--- config.mk ---
export PLATFORM = sky130hd
export DESIGN_NAME = synch_ram_dp
export DESIGN_NICKNAME = d
export VERILOG_FILES = /design/src/rtl/synch_ram_pkg.sv /design/src/rtl/synch_ram_clr_ctrl.sv /design/src/rtl/synch_ram_dp.sv
export SDC_FILE = /design/constraint.sdc
export NUM_CORES = 1
export LEC_CHECK = 0
export CORE_MARGIN = 5
export CORE_UTILIZATION = 40
export CTS_CLUSTER_DIAMETER = 120
export DETAILED_ROUTE_END_ITERATION = 8
export PLACE_DENSITY = 0.67
export SLEW_MARGIN = 20
export SYNTH_ARGS = -nofsm -noshare
export SYNTH_HDL_FRONTEND = slang
export SYNTH_HIERARCHICAL = 1
export SYNTH_SLANG_ARGS = --single-unit
--- constraint.sdc ---
create_clock -name clk -period 2.86 [get_ports clk]
set_input_delay 0.572 -clock clk [delete_from_list [all_inputs] [get_ports clk]]
set_output_delay 0.572 -clock clk [all_outputs]
set_load 0.005 [all_outputs]
--- src/rtl/synch_ram_pkg.sv ---
`default_nettype none
// +------------------------------------------------------------------+
// | synch_ram_pkg                                                    |
// | Shared types and helpers for the synch_ram_dp storage primitive. |
// | Rev 1.0 - initial release                                        |
// +------------------------------------------------------------------+
package synch_ram_pkg;

    typedef enum logic [0:0] {
        CLR_IDLE = 1'b0,
        CLR_BUSY = 1'b1
    } clr_state_t;

    function automatic int unsigned ram_depth(input int unsigned aw);
        return 32'd1 << aw;
    endfunction

endpackage
`default_nettype wire

--- src/rtl/synch_ram_clr_ctrl.sv ---
`default_nettype none
// +------------------------------------------------------------------+
// | synch_ram_clr_ctrl                                               |
// | Clear engine: walks every address once, writing CLEAR_VALUE.     |
// | Rev 1.0 - initial release                                        |
// +------------------------------------------------------------------+
module synch_ram_clr_ctrl
    import synch_ram_pkg::*;
#(
    parameter int                    ADDR_WIDTH     = 6,
    parameter int                    DATA_WIDTH     = 8,
    parameter logic [DATA_WIDTH-1:0] CLEAR_VALUE    = '0,
    parameter bit                    CLEAR_ON_RESET = 1'b1
) (
    input  logic                  clk,
    input  logic                  reset,
    input  logic                  clear_req,
    output logic                  busy,
    output logic                  clr_we,
    output logic [ADDR_WIDTH-1:0] clr_addr,
    output logic [DATA_WIDTH-1:0] clr_data
);

    clr_state_t            state_q;
    logic [ADDR_WIDTH-1:0] cnt_q;

    always_ff @(posedge clk) begin
        if (reset) begin
            state_q <= CLEAR_ON_RESET ? CLR_BUSY : CLR_IDLE;
            cnt_q   <= '0;
        end else begin
            case (state_q)
                CLR_IDLE: begin
                    if (clear_req) begin
                        state_q <= CLR_BUSY;
                        cnt_q   <= '0;
                    end
                end
                CLR_BUSY: begin
                    // Counter wraps to 0 on the final address, ready for the next run.
                    cnt_q <= cnt_q + 1'b1;
                    if (cnt_q == '1) begin
                        state_q <= CLR_IDLE;
                    end
                end
                default: begin
                    state_q <= CLR_IDLE;
                    cnt_q   <= '0;
                end
            endcase
        end
    end

    assign busy     = (state_q == CLR_BUSY);
    assign clr_we   = busy;
    assign clr_addr = cnt_q;
    assign clr_data = CLEAR_VALUE;

endmodule
`default_nettype wire

--- src/rtl/synch_ram_dp.sv ---
`default_nettype none
// +------------------------------------------------------------------+
// | synch_ram_dp                                                     |
// | Dual-port RAM (A: R/W, B: R), write-first, with clear engine.    |
// | Option macro: SYNCH_RAM_OUTREG_EN adds an output pipeline stage. |
// | Rev 1.0 - initial release                                        |
// +------------------------------------------------------------------+
module synch_ram_dp
    import synch_ram_pkg::*;
#(
    parameter int                    ADDR_WIDTH     = 6,
    parameter int                    DATA_WIDTH     = 8,
    parameter logic [DATA_WIDTH-1:0] CLEAR_VALUE    = '0,
    parameter bit                    CLEAR_ON_RESET = 1'b1
) (
    input  logic                  clk,
    input  logic                  reset,
    input  logic                  clear_req,
    output logic                  busy,
    input  logic                  a_we,
    input  logic [ADDR_WIDTH-1:0] a_addr,
    input  logic [DATA_WIDTH-1:0] a_din,
    output logic [DATA_WIDTH-1:0] a_dout,
    input  logic [ADDR_WIDTH-1:0] b_addr,
    output logic [DATA_WIDTH-1:0] b_dout
);

    localparam int DEPTH = ram_depth(ADDR_WIDTH);

    logic [DATA_WIDTH-1:0] mem [DEPTH];
    logic [ADDR_WIDTH-1:0] addr_a_q;
    logic [ADDR_WIDTH-1:0] addr_b_q;

    logic                  w_clr_we;
    logic [ADDR_WIDTH-1:0] w_clr_addr;
    logic [DATA_WIDTH-1:0] w_clr_data;
    logic                  w_we;
    logic [ADDR_WIDTH-1:0] w_waddr;
    logic [DATA_WIDTH-1:0] w_wdata;

    synch_ram_clr_ctrl #(
        .ADDR_WIDTH     (ADDR_WIDTH),
        .DATA_WIDTH     (DATA_WIDTH),
        .CLEAR_VALUE    (CLEAR_VALUE),
        .CLEAR_ON_RESET (CLEAR_ON_RESET)
    ) u_clr_ctrl (
        .clk       (clk),
        .reset     (reset),
        .clear_req (clear_req),
        .busy      (busy),
        .clr_we    (w_clr_we),
        .clr_addr  (w_clr_addr),
        .clr_data  (w_clr_data)
    );

    // Clear engine owns the write port; port A writes are discarded while busy.
    assign w_we    = w_clr_we | (a_we & ~busy);
    assign w_waddr = w_clr_we ? w_clr_addr : a_addr;
    assign w_wdata = w_clr_we ? w_clr_data : a_din;

    always_ff @(posedge clk) begin
        if (!reset && w_we) begin
            mem[w_waddr] <= w_wdata;
        end
    end

    always_ff @(posedge clk) begin
        if (reset) begin
            addr_a_q <= '0;
            addr_b_q <= '0;
        end else begin
            addr_a_q <= a_addr;
            addr_b_q <= b_addr;
        end
    end

`ifdef SYNCH_RAM_OUTREG_EN
    logic [DATA_WIDTH-1:0] dout_a_q;
    logic [DATA_WIDTH-1:0] dout_b_q;

    always_ff @(posedge clk) begin
        if (reset) begin
            dout_a_q <= '0;
            dout_b_q <= '0;
        end else begin
            dout_a_q <= mem[addr_a_q];
            dout_b_q <= mem[addr_b_q];
        end
    end

    assign a_dout = dout_a_q;
    assign b_dout = dout_b_q;
`else
    // Reading after the edge's write makes both ports write-first.
    assign a_dout = mem[addr_a_q];
    assign b_dout = mem[addr_b_q];
`endif

endmodule
`default_nettype wire

==> flow_summary.toml, run 1 <==
[worst_setup_path]
crit_required_ns = 2.29
cp_cell_sequence = "buf_12 -> buf_12 -> buf_6 -> buf_12 -> mux4_2 -> mux2i_2 -> o22ai_2 -> o21ai_2 -> o41ai_4 -> buf_2"
path_depth = 10
start_kind = "flop"
arrival_ns = 2.84
slowest_delay_ns = 0.50
critPathKind = "reg2out"
worst-path-buf-inv = 5
cpMaxStageDelayCell = "mux4_2"
worstPathMaxFanout = 7
cp_top_family = "multiplexers"
critPathCaptureType = "primary output"
cp_common_cell = "buf_12"
reg2regPathDepth = 6

[hold_path]
hp-class = "in2reg"
hold_depth = 2

[timing]
slew_viol_final = 0
fin_ws_ns = -0.547
fin_crit_ns = 3.41
fmax_ghz = 0.293
worst_pin_slew_ns = 1.07
finClkSkew_ns = 0.0242
hold_violations = 0
whs_ns = 0.527
fin_crit_sh = 1.19
rsz0062_at_grt = "yes"
setup_viol = 16
slew_headroom = 0.283

[global_route]
track_usage = 0.228
grt_max_degree = 65
grt_pass1_wl_um = 112000
grt_overflow_total = 0
grt_pass1_vias = 16200
antenna_found_initial = 3

[clocking]
htreeDepth = 2
cts_root_buf = "clkbuf_16"
cts.clk_slew.worst_paths_ns = 0.06
cts_buffer_depth = 3
cts_buffers = 53
cts_tree = "built"
clock_latency_ns = 0.61
numClockSinks = 531

[yosys]
syn-cell-area_mm2 = 0.0252
synth_area_leaders = "edfxtp_1 61%, mux4_2 22%, nor2_1 1.6%"
synth_area_leader_cell = "edfxtp_1"
ys_types = 58
synthFlopType = "edfxtp_1"
async_flop_share = 0
synth_seq_area_share = 0.626
synth_warnings = 6
ys_top_cells_by_count = "512 x edfxtp_1, 245 x mux4_2, 105 x nor2_1, 38 x mux2i_1, 38 x o22ai_1"
synth_top_area_frac = 0.611
ys_ff_latch = 531
synth.most_common_cell = "edfxtp_1"
syn-instance-count = 1347
synth_edf_count = 512
syn_area_per_cell_um2 = 18.7

[die]
die_h_um = 261
die-width_um = 261
std_cell_rows = 92
fp.dieArea_mm2 = 0.0680
io_pins = 41
core_mm2 = 0.0627
start_util = 0.401

[final_layout]
syn_to_final_growth_pct = 26.3
final_layout_size_suffix_gt1_frac = 0.475
fin_cells = 2568
final_util = 0.506
fin_nets = 1709

[route]
wirelength_um = 77600
route.detailed.drc = 0
drt-wirelength-per-cell_um = 30.2
dr.pass1.iters = 6
vias = 15900
ant_nets = 0
dr.first_iter.drc_count = 2163
avgViaCountPerCell = 6.20

[power]
p_leak_nw = 10.2
power_mw = 17.3
powerDensity_mw_per_mm2 = 545
vdd_drop_max_mv = 0.411

[status]
violations = "setup timing"
outcome = "finished, violations left"

[job]
cap_violations = 0

[placement]
hpwl_um = 51200
port_buffers = 40
place_inst = 2400
gp_congestion = 0.898
-- power breakdown --
part,total (mW),internal [mW],switching [mW],leakage (nW)
registers,8.60,8.56,0.0464,4.77
clock network,6.65,3.74,2.91,0.785
logic,2.07,1.01,1.06,4.66
-- logic make-up (layout without fill, tap and decap cells) --
| group | count (synthesis) | after routing | synth area share |
|---|---|---|---|
| AOI/OAI and AO/OA | 155 | 155 | 0.0438 |
| buffers and inverters | 105 | 472 | 0.0291 |
| muxes | 324 | 324 | 0.258 |
| and+or+nand+nor | 230 | 230 | 0.0426 |
| DFF | 531 | 531 | 0.626 |
| other | 1 | 9 | 0.000149 |
| adders and majority gates | 1 | 1 | 0.000497 |
-- per-stage QoR --
| step | instance area [um2] | worst slack, ns | setup TNS, ns |
|---|---|---|---|
| 5_1_grt | 31800 | -0.627 | -9.02 |
| 3_5_place_dp | 28300 | -0.696 | -5.29 |
| 2_1_floorplan | 25200 | 0.525 | 0 |
| 3_3_place_gp | 28300 | -0.792 | -5.37 |
| 4_1_cts | 31600 | -0.590 | -8.32 |
| 6_report | 31800 | -0.547 | -7.97 |
-- metal layers --
metal | global-route usage | up-vias | part of all wire
met4 | 0.0920 | 4 | 0.046
met2 | 0.356 | 1095 | 0.47
met3 | 0.0548 | 203 | 0.12
met1 | 0.310 | 8196 | 0.37
met5 | 0 | - | 0.00035
li1 | - | 6417 | -
-- flip-flops by register name, summed over array words and instances, names as in the netlist, named ones only --
register	cells
mem	512
u_clr_ctrl/busy	1
u_clr_ctrl/clr_addr	6
-- cell type report --
cell class              instances  area (um2)
fillers                      4908       31000
flip-flops and latches        531       15800
multi-input cells             718        9460
repair buffers                378        3840
clock buffers                  61        1360
well taps                     846        1060
clock inverters                31         265
inverters                       2        7.51
diodes                          1        2.50
-- placed cells by master, fill, tap and decap left out, types with 14 or more instances in the layout --
cell type,count
edfxtp_1,512
buf_12,48
mux2_2,29
nor2b_1,28
nand2_1,36
mux4_2,245
buf_4,252
o22ai_1,22
clkdlybuf4s50_1,24
buf_6,23
mux2i_1,20
nor2_1,98
a21oi_1,14
o22ai_2,14
clkbuf_16,53
-- final timing paths --
check	from	to	slack, ns
hold reg to reg	u_clr_ctrl/clr_addr[5]	u_clr_ctrl/clr_addr[5]	0.62
setup / recovery	flop	b_dout[6]	-0.55
hold / removal	b_addr[1]	flop	0.53
setup reg to reg	u_clr_ctrl/busy	mem[44][0]	0.75
-- what timing repair did --
action / in CTS / in global routing
hold buffers: 0 / 0
pin swaps: 50 / 30
resized for setup: 232 / 49
endpoints found under the setup margin: 16 / 16
setup buffers: 73 / 8
cloned: 12 / 0
endpoints found under the hold margin: 0 / 0
No activity file was read; power rests on OpenSTA's default activity.
==> inputs of run 2 (changes only) <==
--- a/config.mk
+++ b/config.mk
@@ -9,7 +9,7 @@
 export CORE_UTILIZATION = 40
 export CTS_CLUSTER_DIAMETER = 120
 export DETAILED_ROUTE_END_ITERATION = 8
-export PLACE_DENSITY = 0.67
+export PLACE_DENSITY_LB_ADDON = 0.2
 export SLEW_MARGIN = 20
 export SYNTH_ARGS = -nofsm -noshare
 export SYNTH_HDL_FRONTEND = slang
==> run 2 against run 1 <==
Critical path depth shrank 1. Final area grew 0.22%. Sequential share of layout area shrank 0.11 points. The run still ends with setup timing left. Largest cell class unchanged. Largest power group unchanged. Via count shrank 3.2%. Total power grew 4.8%.
==> flow_summary.toml, run 2 (synthesis results as in run 1) <==
[status]
outcome = "finished, violations left"
violations = "setup timing"

[worst_setup_path]
critPathKind = "reg2out"
reg2regPathDepth = 5
worstPathMaxFanout = 7
start_kind = "flop"
arrival_ns = 2.88
critPathCaptureType = "primary output"
crit_required_ns = 2.29

[timing]
fin_ws_ns = -0.590
slew_viol_final = 0
setup_viol = 16
fin_crit_ns = 3.45
fmax_ghz = 0.290
fin_crit_sh = 1.21
slew_headroom = 0.476
hold_violations = 0
whs_ns = 0.487
worst_pin_slew_ns = 0.786
finClkSkew_ns = 0.0333
fin_tns_setup_ns = -7.62
rsz0062_at_grt = "yes"

[job]
cap_violations = 0

[power]
p_leak_nw = 10.2
powerDensity_mw_per_mm2 = 570
vdd_drop_max_mv = 0.401

[route]
vias = 15400
dr.pass1.iters = 5
route.met2.wl_um = 35800
route.detailed.drc = 0
wirelength_um = 77700
ant_nets = 0
dr.first_iter.drc_count = 1637
drt-wirelength-per-cell_um = 30.3
avgViaCountPerCell = 6.01
drt-met1-wl_um = 32500
dr_wl_met3_um = 6680
top_layer_used = "met4"

[final_layout]
largest_reg_flops = 512
fin_nets = 1695
final_common_cell = "edfxtp_1"
final_util = 0.507
layout_common_cells = "512 x edfxtp_1, 249 x mux4_2, 238 x buf_4"
n_fill_cell = 5099
final_layout_size_suffix_gt1_frac = 0.477
regMostFlops = "mem"
syn_to_final_growth_pct = 26.5

[global_route]
grt_pass1_wl_um = 112000
grt_pass1_vias = 15700
track_usage = 0.229
grt_max_degree = 65
antenna_found_initial = 1
grt_overflow_total = 0

[die]
fp.dieArea_mm2 = 0.0680
core_mm2 = 0.0627
start_util = 0.401
std_cell_rows = 92
io_pins = 41
die-width_um = 261
die_h_um = 261

[clocking]
cts_buffers = 57
ctsHoldBuffers = 0
numClockSinks = 531
htreeDepth = 2
cts_buffer_depth = 3
clock_latency_ns = 0.64
cts_root_buf = "clkbuf_16"
cts.clk_slew.worst_paths_ns = 0.06
cts_tree = "built"

[hold_path]
hp-class = "in2reg"
hold_depth = 2

[placement]
gp_congestion = 0.891
hpwl_um = 52000
port_buffers = 40
[run 2: worst max-delay path, stage by stage (launching register included)]
cell and delay (ns):
dfxtp_4 0.49, buf_12 0.15, buf_16 0.14, buf_6 0.10
mux4_2 0.49, mux2i_2 0.22, a2111oi_2 0.11, buf_4 0.17
a22o_4 0.27, buf_6 0.12
[run 2: what timing repair did]
item / 4_1_cts / 5_1_grt
cloned: 8 / 1
setup buffers: 50 / 8
pin swaps: 37 / 32
endpoints found under the setup margin: 16 / 16
resized for setup: 216 / 71
[run 2: final timing paths]
| kind | from | end | slack, ns |
|---|---|---|---|
| setup / recovery | flop | a_dout[5] | -0.59 |
| hold / removal | b_addr[5] | flop | 0.49 |
| hold reg to reg | u_clr_ctrl/clr_addr[5] | u_clr_ctrl/clr_addr[5] | 0.62 |
| setup reg to reg | u_clr_ctrl/busy | mem[0][3] | 0.54 |
[run 2: metal layers]
layer,track usage,vias to the layer above
met4,0.0829,0
li1,-,6379
met5,0,-
met1,0.323,8175
met3,0.0558,142
met2,0.351,707
[run 2: area by class of cell]
| class | instances | area, um2 | share of cell area |
|---|---|---|---|
| clock inverters | 34 | 399 | 0.0125 |
| clock buffers | 71 | 1510 | 0.0474 |
| diodes | 2 | 5.00 | 0.000157 |
| well taps | 846 | 1060 | 0.0333 |
| multi-input cells | 718 | 9500 | 0.298 |
| repair buffers | 360 | 3580 | 0.112 |
| inverters | 2 | 7.51 | 0.000236 |
| flip-flops and latches | 531 | 15800 | 0.496 |
[run 2: stage by stage]
step	cells	setup WS, ns	area [um2]	total power, mW
2_1_floorplan	1354	0.525	25200	9.67
5_1_grt	2562	-0.675	31800	18.7
4_1_cts	2563	-0.645	31600	18.2
6_report	2564	-0.590	31800	18.1
3_3_place_gp	2405	-0.556	28400	10.5
3_5_place_dp	2405	-0.525	28400	10.5
[run 2: power by group]
| part | internal, mW | leakage [nW] | total, mW | switching [mW] |
|---|---|---|---|---|
| Sequential | 8.56 | 4.77 | 8.61 | 0.0483 |
| Combinational | 0.964 | 4.53 | 1.99 | 1.03 |
| Clock | 4.46 | 0.940 | 7.55 | 3.09 |
| Total | 14.0 | 10.2 | 18.1 | 4.16 |
==> inputs of run 3 (changes only) <==
--- a/config.mk
+++ b/config.mk
@@ -10,8 +10,7 @@
 export CTS_CLUSTER_DIAMETER = 120
 export DETAILED_ROUTE_END_ITERATION = 8
 export PLACE_DENSITY_LB_ADDON = 0.2
-export SLEW_MARGIN = 20
+export SLEW_MARGIN = 0
 export SYNTH_ARGS = -nofsm -noshare
 export SYNTH_HDL_FRONTEND = slang
-export SYNTH_HIERARCHICAL = 1
 export SYNTH_SLANG_ARGS = --single-unit
==> run 3 against run 2 <==
The flow still finishes with violations (setup timing). Global-route usage down 1.1 points. Critical path depth down 2. Final area down 1.6%. Cell count down 3.2%. Via count down 5.4%. Die area down 1.3%. Combinational power down 9%. Synthesized area down 1.3%. Setup slack worse by 0.19 ns. Maximum frequency down 5.1%. Register-to-register slack worse by 0.04 ns. Critical path type unchanged.
==> flow_summary.toml, run 3 <==
[die]
start_util = 0.403
die_h_um = 259
core_mm2 = 0.0616
die-width_um = 259
io_pins = 41
std_cell_rows = 91
fp.dieArea_mm2 = 0.0671

[worst_setup_path]
crit_required_ns = 2.29
r2r_slack_ns = 0.50
reg2regPathDepth = 6
critPathCaptureType = "primary output"
start_kind = "flop"
arrival_ns = 3.06
r2r-end = "mem[31][3]"
critPathKind = "reg2out"
r2r-start = "u_clr_ctrl.busy"
worstPathMaxFanout = 8

[route]
route.detailed.drc = 0
dr.first_iter.drc_count = 1408
ant_nets = 0
dr.pass1.iters = 5
vias = 14600
drt-wirelength-per-cell_um = 29.7
avgViaCountPerCell = 5.87
wirelength_um = 73600

[yosys]
syn-instance-count = 1293
syn_area_per_cell_um2 = 19.2
synthFlopType = "edfxtp_1"
synth_area_leader_cell = "edfxtp_1"
synth.most_common_cell = "edfxtp_1"
ys_ff_latch = 531
synth_edf_count = 512
synth_top_area_frac = 0.619
async_flop_share = 0
ys_types = 45
synth_area_leaders = "edfxtp_1 62%, mux4_2 23%, mux2i_1 2.1%"
synth_warnings = 0
mappedNetlistNets = 1318
synth_seq_area_share = 0.635
syn-cell-area_mm2 = 0.0248
ys_top_cells_by_count = "512 x edfxtp_1, 258 x mux4_2, 92 x nor2_1, 52 x mux2i_1, 36 x buf_2"

[timing]
fin_crit_ns = 3.64
whs_ns = 0.532
fmax_ghz = 0.275
finClkSkew_ns = 0.0352
slew_viol_final = 0
hold_violations = 0
fin_ws_ns = -0.777
slew_headroom = 0.437
setup_viol = 16
fin_tns_setup_ns = -9.11
fin_crit_sh = 1.27
rsz0062_at_grt = "yes"
worst_pin_slew_ns = 0.842

[clocking]
ctsHoldBuffers = 0
cts.clk_slew.worst_paths_ns = 0.06
htreeDepth = 2
cts_tree = "built"
cts_buffers = 56
numClockSinks = 531
cts_buffer_depth = 3
clock_latency_ns = 0.62
cts_root_buf = "clkbuf_16"

[final_layout]
final_layout_size_suffix_gt1_frac = 0.472
largest_reg_flops = 512
design_area_mm2 = 0.0313
regMostFlops = "mem"
fin_nets = 1623
layout_common_cells = "512 x edfxtp_1, 260 x mux4_2, 214 x buf_4"
antenna_cells = 0
syn_to_final_growth_pct = 26.2
final_common_cell = "edfxtp_1"

[global_route]
grt_pass1_vias = 15100
grt_pass1_wl_um = 106000
grt_overflow_total = 0
track_usage = 0.218
antenna_found_initial = 2
grt_max_degree = 65

[placement]
placed_cell_area_mm2 = 0.0282
hpwl_um = 50100
gp_congestion = 0.859
port_buffers = 40

[job]
cap_violations = 0

[hold_path]
min-delay-start = "b_addr[5]"
hp-class = "in2reg"
hold_depth = 2

[power]
p_leak_nw = 10.2
vdd_drop_max_mv = 0.445
powerDensity_mw_per_mm2 = 558

[status]
outcome = "finished, violations left"
violations = "setup timing"
## run 3: critical path, cell delays in order (launching register included)
cell and delay (ns):
dfxtp_4 0.39, buf_12 0.15, buf_8 0.12, mux4_2 0.51
mux4_2 0.54, and3b_1 0.21, a311o_1 0.37, buf_2 0.17
## run 3: what timing repair did
action | 4_1_cts | 5_1_grt
pin swaps | 31 | 33
resized for setup | 205 | 43
cloned | 2 | 1
endpoints found under the hold margin | 0 | 0
endpoints found under the setup margin | 16 | 16
buffers inserted | 54 | 11
## run 3: worst max path at each step
stage	startpoint	endpoint	slack, ns	cells after the start
after floorplan	u_clr_ctrl.busy	mem[0][0]	-0.17	4
after global placement	flop	b_dout[5]	-0.51	8
after detailed placement	flop	b_dout[5]	-0.52	8
after CTS	flop	b_dout[6]	-0.79	7
after global routing	flop	b_dout[6]	-0.84	8
final	flop	b_dout[6]	-0.78	7
## run 3: kinds of logic after synthesis
family | Yosys count | synth area share
fa+ha+maj | 1 | 0.000504
mux | 346 | 0.273
simple gates | 182 | 0.0331
flops | 531 | 0.635
buf+inv | 101 | 0.0207
compound gates | 132 | 0.0376
## run 3: report_power, final
| part | switching [mW] | internal [mW] | leakage [nW] |
|---|---|---|---|
| Combinational | 0.873 | 0.933 | 4.43 |
| Sequential | 0.0418 | 8.43 | 4.91 |
| Clock | 3.00 | 4.21 | 0.888 |
## run 3: layer usage
| metal | routed length, um | part of all wire | vias to the layer above | track usage |
|---|---|---|---|---|
| met1 | 31500 | 0.43 | 7809 | 0.312 |
| li1 | - | - | 6164 | - |
| met2 | 35800 | 0.49 | 510 | 0.357 |
| met4 | 1430 | 0.019 | 4 | 0.0453 |
| met3 | 4770 | 0.065 | 86 | 0.0378 |
| met5 | 24 | 0.00033 | - | 0 |
## run 3: layout make-up
class,instances,area (um2)
fill,4947,30300
sequential,531,15800
multi-input combinational,661,9210
timing repair buffer,342,3440
clock buffer,70,1480
tap,837,1050
clock inverter,34,337
inverter,6,22.5
## run 3: metrics by stage
step	total power [mW]	instances	setup WS, ns	util
floorplan	9.46	1293	-0.165	-
global placement	10.2	2323	-0.511	0.458
detailed placement	10.2	2323	-0.517	0.458
CTS	17.6	2479	-0.788	0.506
global route	18.0	2481	-0.840	0.508
finish	17.5	2481	-0.777	0.508
